==> config.mk <==
export PLATFORM = sky130hd
export DESIGN_NAME = dec_to_binary
export DESIGN_NICKNAME = d
export VERILOG_FILES = /design/src/rtl/dec_to_binary.sv
export SDC_FILE = /design/constraint.sdc
export NUM_CORES = 1
export LEC_CHECK = 0
export ABC_CLOCK_PERIOD_IN_PS = 4800
export CAP_MARGIN = 30
export CORE_MARGIN = 3
export CORE_UTILIZATION = 50
export CTS_CLUSTER_DIAMETER = 120
export CTS_CLUSTER_SIZE = 8
export DETAILED_ROUTE_END_ITERATION = 7
export GPL_TIMING_DRIVEN = 0
export PLACE_DENSITY_LB_ADDON = 0.12
export SYNTH_ARGS = -nofsm -noshare
export SYNTH_HDL_FRONTEND = slang
export SYNTH_SLANG_ARGS = --single-unit
==> constraint.sdc <==
create_clock -name clk -period 4.8 [get_ports clk]
set_clock_uncertainty 0.15 [all_clocks]
set_input_delay 0.72 -clock clk [delete_from_list [all_inputs] [get_ports clk]]
set_output_delay 0.72 -clock clk [all_outputs]
set_load 0.02 [all_outputs]
==> src/rtl/dec_to_binary.sv <==
// Packed-BCD to binary converter: one multiply-by-ten-and-add step per clock,
// started by a single-cycle start in IDLE and finished with a one-cycle done pulse.
module dec_to_binary #(
  parameter int DIGITS = 4,
  parameter int OUT_W  = 14
) (
  input  logic                  clk,
  input  logic                  rst,
  input  logic                  start,
  input  logic [4*DIGITS-1:0]   bcd_in,
  output logic                  busy,
  output logic                  done,
  output logic                  err,
  output logic [OUT_W-1:0]      bin_out,
  output logic [1:0]            state_dbg
);

  localparam int IDX_W = (DIGITS > 1) ? $clog2(DIGITS) : 1;

  typedef enum logic [1:0] {
    IDLE = 2'd0,
    CONV = 2'd1,
    DONE = 2'd2
  } state_t;

  state_t              state;
  logic [4*DIGITS-1:0] operand;
  logic [OUT_W-1:0]    acc;
  logic [OUT_W-1:0]    acc_next;
  logic [IDX_W-1:0]    idx;
  logic [3:0]          digit;
  logic                bad_nibble;

  assign state_dbg = state;

  // Any nibble above 9 makes the whole operand invalid.
  always_comb begin
    bad_nibble = 1'b0;
    for (int i = 0; i < DIGITS; i++) begin
      if (bcd_in[i*4 +: 4] > 4'd9) bad_nibble = 1'b1;
    end
  end

  always_comb begin
    digit = '0;
    for (int i = 0; i < DIGITS; i++) begin
      if (idx == IDX_W'(i)) digit = operand[i*4 +: 4];
    end
  end

  // acc*10 + digit; the parameter rule guarantees this never wraps.
  assign acc_next = (acc << 3) + (acc << 1) + OUT_W'(digit);

  always_ff @(posedge clk or negedge rst) begin
    if (!rst) begin
      state   <= IDLE;
      busy    <= 1'b0;
      done    <= 1'b0;
      err     <= 1'b0;
      bin_out <= '0;
      acc     <= '0;
      idx     <= '0;
      operand <= '0;
    end else begin
      case (state)
        IDLE: begin
          busy <= 1'b0;
          done <= 1'b0;
          if (start) begin
            operand <= bcd_in;
            acc     <= '0;
            idx     <= IDX_W'(DIGITS - 1);
            busy    <= 1'b1;
            if (bad_nibble) begin
              err     <= 1'b1;
              bin_out <= '0;
              done    <= 1'b1;
              state   <= DONE;
            end else begin
              err   <= 1'b0;
              state <= CONV;
            end
          end
        end
        CONV: begin
          acc <= acc_next;
          if (idx == '0) begin
            bin_out <= acc_next;
            done    <= 1'b1;
            state   <= DONE;
          end else begin
            idx <= idx - 1'b1;
          end
        end
        DONE: begin
          busy  <= 1'b0;
          done  <= 1'b0;
          state <= IDLE;
        end
        default: begin
          busy  <= 1'b0;
          done  <= 1'b0;
          state <= IDLE;
        end
      endcase
    end
  end

endmodule

=== Word level (Yosys, flattened, before mapping) ===
Index checks and enable logic that the tools add are counted.

* Register bits after elaboration: 50
* Output and inout bits: 19
* Word-level logic and storage cells: 58

* Add/sub/neg operators: 3
* $lt $le $gt $ge: 4
* Eq/ne operators: 8
* Muxes and demuxes: 27
* Reduce and logical (&&, ||, !) cells: 8

{| class="wikitable"
|+ Operators with widths
! cell !! number
|-
| 14-bit two-way mux || 3
|-
| 14-bit case mux with 2 select lines || 1
|-
| 13-bit case mux with 2 select lines || 1
|-
| 4-bit greater-than comparator (second input constant) || 4
|-
| 4-bit two-way mux || 4
|-
| 14-bit adder || 1
|-
| 14-bit by 4-bit adder with 14-bit output || 1
|-
| 13-bit two-way mux || 1
|-
| 2-bit two-way mux || 5
|-
| 1-bit two-way mux || 8
|-
| 2-bit inequality test (second input constant) || 4
|-
| 2-bit case mux with 2 select lines || 2
|-
| 2-bit AND reduction || 3
|-
| 2-bit by 1-bit == test with 1-bit output (second input constant) || 2
|-
| 2-bit == test (second input constant) || 2
|-
| 2-bit logical NOT || 2
|-
| 1-bit case mux with 2 select lines || 2
|-
| 4-bit AND reduction || 1
|-
| 3-bit AND reduction || 1
|-
| 2-bit nonzero test || 1
|-
| 2-bit by 1-bit subtractor with 2-bit output (second input constant) || 1
|}

=== Depth between registers and ports, before layout ===
Gate-level depths: netlist of the first run.

* Word-level depth: 8
* Depth in mapped cells: 15

=== Least setup slack after synthesis of the first run ===
Ideal clock, no wire load.

* Path kind: reg-to-reg
* Start point: register idx[0]
* End point: register acc[12]
* Setup time: 0.121 ns
* Data arrival time: 3.117 ns
* Setup slack: 1.412 ns
* Cell stages (with the launch flop): 16
* Buffers on the path: 0
* Period minus slack after synthesis: 3.388 ns
* Cells stage by stage: dfrtp_1 -> inv_1 -> ha_1 -> nor2b_1 -> a22oi_1 -> nor2_1 -> a21oi_1 -> o21ai_0 -> ha_1 -> ha_1 -> fa_1 -> a21o_1 -> a221oi_2 -> o221ai_2 -> xor2_1 -> a22o_1

* Word-level cells in the longest chain between the ends: 7
* Elaborated cells between the ends (all ways): 10
* Classes of those cells: 1 x add/sub; 3 x eq/ne; 5 x mux; 1 x reduce/logical

{| class="wikitable"
|+ Ends and longest elaborated chain
! what !! RTL line !! text
|-
| start, declared || 30 || <nowiki>logic [IDX_W-1:0] idx;</nowiki>
|-
| start signal, assigned || 72 || <nowiki>idx <= IDX_W'(DIGITS - 1);</nowiki>
|-
| start signal, assigned || 92 || <nowiki>idx <= idx - 1'b1;</nowiki>
|-
| 2-bit logical NOT || 47 || <nowiki>if (idx == IDX_W'(i)) digit = operand[i*4 +: 4];</nowiki>
|-
| 4-bit two-way mux (3 in a row) || 47 ||
|-
| 4-bit two-way mux * || 47 ||
|-
| 14-bit by 4-bit adder with 14-bit output * || 52 || <nowiki>assign acc_next = (acc << 3) + (acc << 1) + OUT_W'(digit);</nowiki>
|-
| 13-bit case mux with 2 select lines * || 65 || <nowiki>case (state)</nowiki>
|-
| end signal, assigned || 86 || <nowiki>acc <= acc_next;</nowiki>
|-
| end, declared || 28 || <nowiki>logic [OUT_W-1:0] acc;</nowiki>
|}

Every way passes the cells marked *; elsewhere a longest branch is shown, timed or not.
A chain may end at the register's enable or synchronous reset.

=== Worst setup path in the final report of the first run ===
* Start point: register idx[0]
* End point: register acc[10]

The elaborated chain is that of the path after synthesis.

==> results of run 1 <==
==> layer usage <==
| layer | global-route usage [%] | vias up | share of wire [%] |
|---|---|---|---|
| met5 | 0 | - | 0 |
| li1 | - | 1045 | - |
| met4 | 6.93 | 0 | 2.0 |
| met3 | 3.92 | 11 | 3.2 |
| met2 | 35.8 | 36 | 51 |
| met1 | 25.6 | 1000 | 44 |
==> cell type report <==
type | instances | area share [%]
plain buffers | 10 | 1.24
multi-input cells | 200 | 43.3
well taps | 70 | 2.63
flip-flops and latches | 50 | 37.6
inverters | 12 | 1.35
clock buffers | 6 | 2.18
repair buffers | 38 | 11.6
clock inverters | 1 | 0.225
==> cells in the mapped netlist, types with 5 or more instances <==
| master | n |
|---|---|
| dfrtp_1 | 50 |
| a21o_1 | 5 |
| ha_1 | 26 |
| nor2_1 | 12 |
| mux2_2 | 16 |
| nand2_1 | 44 |
| inv_1 | 12 |
| o21ai_0 | 19 |
| clkbuf_1 | 7 |
| a21oi_1 | 15 |
==> power by group through the flow <==
stage,logic (mW),clock network (mW),registers [mW]
after floorplan,0.524,0,0.660
after global placement,0.754,0,0.647
after detailed placement,0.780,0,0.652
after CTS,0.783,0.246,0.644
after global routing,0.879,0.262,0.660
final,0.773,0.234,0.641
==> placed cells by master (no fill, tap or decap), types with 2 or more instances in the layout <==
cell type        count
a21o_1               5
a21oi_1             15
a22o_1               4
a22oi_1              2
and3_1               3
buf_2                4
clkbuf_1             8
clkbuf_8             5
clkdlybuf4s50_1     36
dfrtp_1             50
fa_1                 2
ha_1                26
inv_1               12
mux2_2              16
nand2_1             44
nand2b_1             4
nand3_1              3
nand4_1              2
nor2_1              12
nor2b_1              3
nor3_1               4
o21ai_0             19
o21bai_1             2
o22ai_1              2
o31ai_1              4
xnor2_1              4
xor2_1               4
==> cells by family (layout without fill, tap and decap cells) <==
group / count (synthesis) / after routing / share of synthesized area [%]
DFF: 50 / 50 / 45.0
and+or+nand+nor: 83 / 83 / 14.0
muxes: 16 / 16 / 6.48
buffers and inverters: 22 / 67 / 3.11
AOI/OAI and AO/OA: 65 / 65 / 15.8
adders and majority gates: 28 / 28 / 13.1
xor gates and xnor gates: 8 / 8 / 2.52
==> how the worst max path moves through the flow <==
stage	endpoint	slack (ns)	from	cells after the start
2_1_floorplan	acc[12]$_DFFE_PN0P_	1.41	idx[0]$_DFFE_PN0P_	15
3_3_place_gp	bin_out[10]$_DFFE_PN0P_	0.92	idx[0]$_DFFE_PN0P_	15
3_5_place_dp	acc[10]$_DFFE_PN0P_	0.83	idx[0]$_DFFE_PN0P_	15
4_1_cts	acc[10]$_DFFE_PN0P_	0.79	idx[0]$_DFFE_PN0P_	15
5_1_grt	acc[10]$_DFFE_PN0P_	0.48	idx[0]$_DFFE_PN0P_	15
6_report	acc[10]$_DFFE_PN0P_	0.82	idx[0]$_DFFE_PN0P_	15
==> metrics by stage <==
| step | utilization (%) | instances | instance area (sq um) |
|---|---|---|---|
| floorplan | - | 272 | 2780 |
| global placement | 61.8 | 379 | 3240 |
| detailed placement | 62.1 | 380 | 3250 |
| CTS | 63.6 | 387 | 3330 |
| global route | 63.6 | 387 | 3330 |
| finish | 63.6 | 387 | 3330 |
==> registers in the layout, summed over array words and instances, names as in the netlist <==
signal and count:
acc 13, operand 16, state_dbg 2, err 1, idx 2, done 1
busy 1, bin_out 14
==> impl_metrics.py, run 1 <==
metrics = {
    "outcome": {
        "status": "finished, final reports clean",
    },
    "logic_synthesis": {
        "yosysSeqAreaShare_pct": 45.0,
        "synth_area_leaders": "dfrtp_1 (45%), ha_1 (12%), mux2_2 (6.5%), nand2_1 (5.9%), o21ai_0 (3.4%)",
        "synth_edf_count": 0,
        "syn_nets": 319,
        "synth.cell_area_sq_mm": 0.00278,
        "yosysWarnings": 0,
        "synth_top_area_cell": "dfrtp_1",
        "synth_top_area_share_pct": 45.0,
        "synthCells": 272,
        "ys.flop_type": "dfrtp_1",
        "ys_types": 45,
        "synthArstFlopShare_pct": 100,
        "syn_area_per_cell_sq_um": 10.2,
        "synth_seq_cells": 50,
    },
    "grt": {
        "grt_max_degree": 35,
        "grt_pass1_vias": 2117,
        "antenna_found_initial": 0,
        "grt_remaining_overflow": 0,
        "grt_pass1_wl_mm": 10.1,
        "grtUsageTotal_pct": 20.6,
    },
    "power": {
        "seqPwrFrac_pct": 38.9,
        "p_sw_uw": 664,
        "p_total_mw": 1.65,
        "power_density_mw_per_mm2": 495,
        "p_clk_share_pct": 14.2,
        "p_leak_nw": 1.59,
        "pwr-share-comb_pct": 46.9,
        "peakVddDrop_mv": 0.288,
        "power_switching_share_pct": 40.3,
        "p_int_uw": 984,
    },
    "critical_path": {
        "cpMostUsedCell": "ha_1",
        "critPathRequiredTime_ns": 4.89,
        "r2r_cells": 15,
        "cp-start-kind": "flip-flop",
        "r2r_start": "idx[0]$_DFFE_PN0P_",
        "cp_top_family": "compound AO/OA/AOI/OAI gates",
        "worstSetupPathType": "reg2reg",
        "crit_chain": "inv_1 > ha_1 > nor2b_1 > a22oi_1 > nor2_1 > a21oi_1 > o21ai_0 > ha_1 > ha_1 > fa_1 > a21o_1 > a221oi_2 > o21bai_1 > xor2_1 > a22o_1",
        "reg2reg_slack_ns": 0.82,
        "end_kind": "flip-flop",
        "cp_max_fo": 7,
        "critPathMaxStageDelay_ns": 0.44,
        "crit_slowest_cell": "dfrtp_1",
        "worstReg2RegEnd": "acc[10]$_DFFE_PN0P_",
        "cp.arrival_ns": 4.06,
        "cp_num_buf_inv": 1,
    },
    "cts": {
        "cts_sinks": 50,
        "worstSkewPairLatency_ns": 0.30,
        "cts_htree_levels": 2,
        "post_cts_hold_buffer_count": 0,
        "clk_path_buf_depth": 2,
        "cts_made_buffers": 5,
        "path_clk_slew_ns": 0.09,
        "postCtsResizedCells": 0,
        "post-cts-setup-buffers": 0,
        "cts-root-buf": "clkbuf_8",
        "cts_tree": "done",
    },
    "finish": {
        "seqCellArea_sq_mm": 0.00125,
        "nets": 364,
        "n_fill_cell": 474,
        "multiInputGateArea_sq_mm": 0.00144,
        "diodes": 0,
        "area_growth_pct": 19.9,
        "layout-drive-gt1-share_pct": 11.4,
    },
    "sta": {
        "setup_ws_ns": 0.824,
        "worst-slew-pin-transition_ns": 0.566,
        "fin_crit_sh_pct": 82.8,
        "fmaxAchievable_mhz": 252,
        "relSlewSlack_pct": 62.3,
        "fin_tns_setup_ns": 0,
        "finalCriticalPeriod_ns": 3.98,
        "setup_viol": 0,
        "rsz0062_at_grt": "no",
        "timing.final.hold_violations": 0,
        "slew_viol_final": 0,
        "hold_ws_ns": 0.179,
    },
    "placed_design": {
        "io_buffer_count": 37,
        "gp_congestion": 0.822,
        "dp_hpwl_mm": 4.54,
        "pre_cts_slack_ns": 0.829,
    },
    "route": {
        "vias_per_cell": 5.41,
        "ant_nets": 0,
        "drt-total-wl_mm": 5.88,
        "drc": 0,
        "drtIter0Drc": 63,
        "vias": 2092,
        "wire_per_inst_microns": 15.2,
        "dr.pass1.iters": 4,
    },
    "die": {
        "dieHeight_microns": 80.6,
        "ios": 38,
        "die_x_microns": 80.6,
        "rows": 26,
        "dieArea_sq_mm": 0.00649,
        "design.core.area_sq_mm": 0.00524,
        "initial_core_util_pct": 53.1,
    },
    "run": {
        "cap_violations": 0,
    },
    "min_path": {
        "hp-class": "in2async",
    },
}
(Power assumes the default switching activity.)
==> run 2: changes to the inputs <==
--- a/config.mk
+++ b/config.mk
@@ -5,10 +5,10 @@
 export SDC_FILE = /design/constraint.sdc
 export NUM_CORES = 1
 export LEC_CHECK = 0
-export ABC_CLOCK_PERIOD_IN_PS = 4800
+export ABC_CLOCK_PERIOD_IN_PS = 3500
 export CAP_MARGIN = 30
 export CORE_MARGIN = 3
-export CORE_UTILIZATION = 50
+export CORE_UTILIZATION = 49
 export CTS_CLUSTER_DIAMETER = 120
 export CTS_CLUSTER_SIZE = 8
 export DETAILED_ROUTE_END_ITERATION = 7
==> constraint.sdc (replaced) <==
create_clock -name clk -period 3.5 [get_ports clk]
set_clock_uncertainty 0.15 [all_clocks]
set_input_delay 0.525 -clock clk [delete_from_list [all_inputs] [get_ports clk]]
set_output_delay 0.525 -clock clk [all_outputs]
set_load 0.02 [all_outputs]
==> run 2 against run 1 <==
  * Final cell count up 2.3%
  * Non-clock buffer count increased by 8
  * Combinational power grew 53%
  * Design area increased by 4.8%
  * Largest power group unchanged
  * Critical path depth is the same
  * Worst setup slack worse by 0.80 ns
  * Largest cell class unchanged
  * Via count rose by 3.3%
==> impl_metrics.py, run 2 (synthesized netlist as in run 1, its figures left out) <==
metrics = {
    "outcome": {
        "status": "finished, final reports clean",
    },
    "critical_path": {
        "cp_num_buf_inv": 2,
        "end_kind": "flip-flop",
        "cp-startpoint": "idx[0]$_DFFE_PN0P_",
        "r2r_start": "idx[0]$_DFFE_PN0P_",
        "reg2reg_slack_ns": 0.02,
        "critPathRequiredTime_ns": 3.55,
        "r2r_cells": 15,
        "worstSetupPathType": "reg2reg",
        "cp.arrival_ns": 3.53,
        "worstReg2RegEnd": "acc[10]$_DFFE_PN0P_",
        "cp_top_family": "compound AO/OA/AOI/OAI gates",
        "cp-start-kind": "flip-flop",
        "crit_slowest_cell": "fa_1",
        "crit_chain": "buf_6 > ha_4 > nand3b_1 > a21oi_2 > a21oi_1 > nor2_1 > a21oi_1 > fa_1 > inv_2 > fa_2 > a21o_1 > a221oi_4 > o21bai_1 > xor2_1 > a22o_1",
        "cp_max_fo": 6,
        "cp.depth": 15,
        "cpMostUsedCell": "a21oi_1",
        "worstSetupEndpoint": "acc[10]$_DFFE_PN0P_",
        "critPathMaxStageDelay_ns": 0.51,
    },
    "cts": {
        "cts_htree_levels": 2,
        "clk_path_buf_depth": 2,
        "cts_sinks": 50,
        "cts_made_buffers": 5,
        "cts-root-buf": "clkbuf_8",
        "cts_tree": "done",
        "worstSkewPairLatency_ns": 0.30,
        "path_clk_slew_ns": 0.09,
    },
    "grt": {
        "grt_pass1_vias": 2126,
        "grt_pass1_wl_mm": 10.3,
        "antenna_found_initial": 0,
        "grt_max_degree": 35,
        "grt_remaining_overflow": 0,
        "grtUsageTotal_pct": 20.5,
    },
    "placed_design": {
        "dpl_cell_area_sq_mm": 0.00325,
        "io_buffer_count": 37,
        "gp_congestion": 0.893,
        "dp_hpwl_mm": 4.62,
        "pre_cts_slack_ns": -0.419,
    },
    "route": {
        "vias_per_cell": 5.46,
        "ant_nets": 0,
        "drt-total-wl_mm": 6.24,
        "dr.pass1.iters": 4,
        "wire_per_inst_microns": 15.8,
        "vias": 2161,
        "drtIter0Drc": 78,
        "drc": 0,
    },
    "finish": {
        "nets": 372,
        "layout_common_cells": "dfrtp_1 (50), nand2_1 (43), clkdlybuf4s50_1 (36)",
        "top_regs": "operand x16, bin_out x14, acc x13",
        "stdcell_area_sq_mm": 0.00349,
        "layout_commonest_cell": "dfrtp_1",
        "area_growth_pct": 25.7,
        "largest_register_ffs": 16,
        "regMostFlops": "operand",
        "diodes": 0,
        "final_util_pct": 65.9,
        "layout-drive-gt1-share_pct": 17.8,
    },
    "min_path": {
        "hp-class": "reg2reg",
        "min_path_cells": 2,
    },
    "power": {
        "power_density_mw_per_mm2": 691,
        "p_total_mw": 2.41,
        "p_leak_nw": 1.63,
        "peakVddDrop_mv": 0.337,
    },
    "sta": {
        "setup_viol": 0,
        "worst-slew-pin-transition_ns": 0.566,
        "relSlewSlack_pct": 62.3,
        "fmaxAchievable_mhz": 288,
        "setup_ws_ns": 0.0241,
        "slew_viol_final": 0,
        "timing.final.hold_violations": 0,
        "fin_crit_sh_pct": 99.3,
        "fin_tns_setup_ns": 0,
        "finalCriticalPeriod_ns": 3.48,
        "rsz0062_at_grt": "yes",
    },
    "die": {
        "die_x_microns": 81.3,
        "rows": 26,
        "initial_core_util_pct": 52.4,
        "dieArea_sq_mm": 0.00661,
        "dieHeight_microns": 81.3,
        "design.core.area_sq_mm": 0.00530,
        "ios": 38,
    },
    "run": {
        "cap_violations": 0,
    },
}
==> run 2: cell count changes in the layout (fill, tap and decap cells not counted), moves of 2 or more <==
cell / change
o21ai_0: -2
inv_2: +3
buf_4: +7
ha_1: -3
inv_1: -3
ha_4: +3
==> run 2: report_power, final <==
group          switching, mW  total (mW)  leakage [nW]  internal [mW]
sequential             0.126       0.879         0.640          0.754
clock                  0.193       0.353        0.0482          0.160
combinational          0.659        1.18         0.945          0.521
==> run 2: stage by stage <==
step | hold slack, ns | std cells
2_1_floorplan | 0.0794 | 272
3_3_place_gp | 0.310 | 379
3_5_place_dp | 0.316 | 380
4_1_cts | 0.00325 | 391
5_1_grt | 0.357 | 396
6_report | 0.331 | 396
==> run 2: routing by layer <==
layer	part of all wire (%)	up-vias	global-route usage (%)
li1	-	1072	-
met1	45	1043	26.3
met2	51	39	34.6
met3	3.6	7	4.43
met4	1.2	0	5.91
met5	0	-	0
==> run 2: how the worst min path moves through the flow <==
stage	end	slack, ns	start
after floorplan	acc[0]$_DFFE_PN0P_	0.08	rst
after global routing	bin_out[1]$_DFFE_PN0P_	0.36	bin_out[1]$_DFFE_PN0P_
final	bin_out[11]$_DFFE_PN0P_	0.33	bin_out[11]$_DFFE_PN0P_
after global placement	bin_out[5]$_DFFE_PN0P_	0.31	bin_out[5]$_DFFE_PN0P_
after detailed placement	bin_out[11]$_DFFE_PN0P_	0.32	bin_out[11]$_DFFE_PN0P_
after CTS	acc[8]$_DFFE_PN0P_	0.003	rst
==> run 2: repair_timing <==
action / CTS / global route
gates resized for setup: 13 / 9
hold endpoints to repair: 0 / 4
pin swaps: 8 / 10
hold buffers: 0 / 1
setup endpoints to repair: 8 / 11
buffers inserted: 4 / 4
==> run 2: area by class of cell <==
type | count | area [sq um]
Buffer | 9 | 37.5
Clock buffer | 7 | 86.3
Clock inverter | 1 | 5.00
Fill cell | 429 | 1810
Inverter | 12 | 45.0
Multi-Input combinational cell | 200 | 1520
Sequential cell | 50 | 1250
Tap cell | 70 | 87.6
Timing Repair Buffer | 47 | 459
==> run 2: worst reg2reg max path: stages, from the launching register on <==
cell and delay [ns]:
dfrtp_1 0.43, buf_6 0.14, ha_4 0.18, nand3b_1 0.17
a21oi_2 0.13, a21oi_1 0.05, nor2_1 0.09, a21oi_1 0.06
fa_1 0.51, inv_2 0.05, fa_2 0.35, a21o_1 0.23
a221oi_4 0.31, o21bai_1 0.15, xor2_1 0.19, a22o_1 0.20
==> run 3: changes to the inputs <==
--- a/config.mk
+++ b/config.mk
@@ -9,7 +9,7 @@
 export CAP_MARGIN = 30
 export CORE_MARGIN = 3
 export CORE_UTILIZATION = 49
-export CTS_CLUSTER_DIAMETER = 120
+export CTS_CLUSTER_DIAMETER = 100
 export CTS_CLUSTER_SIZE = 8
 export DETAILED_ROUTE_END_ITERATION = 7
 export GPL_TIMING_DRIVEN = 0
==> results of run 3 <==
No change in the layout: final DEF, timing and power equal those of run 2.
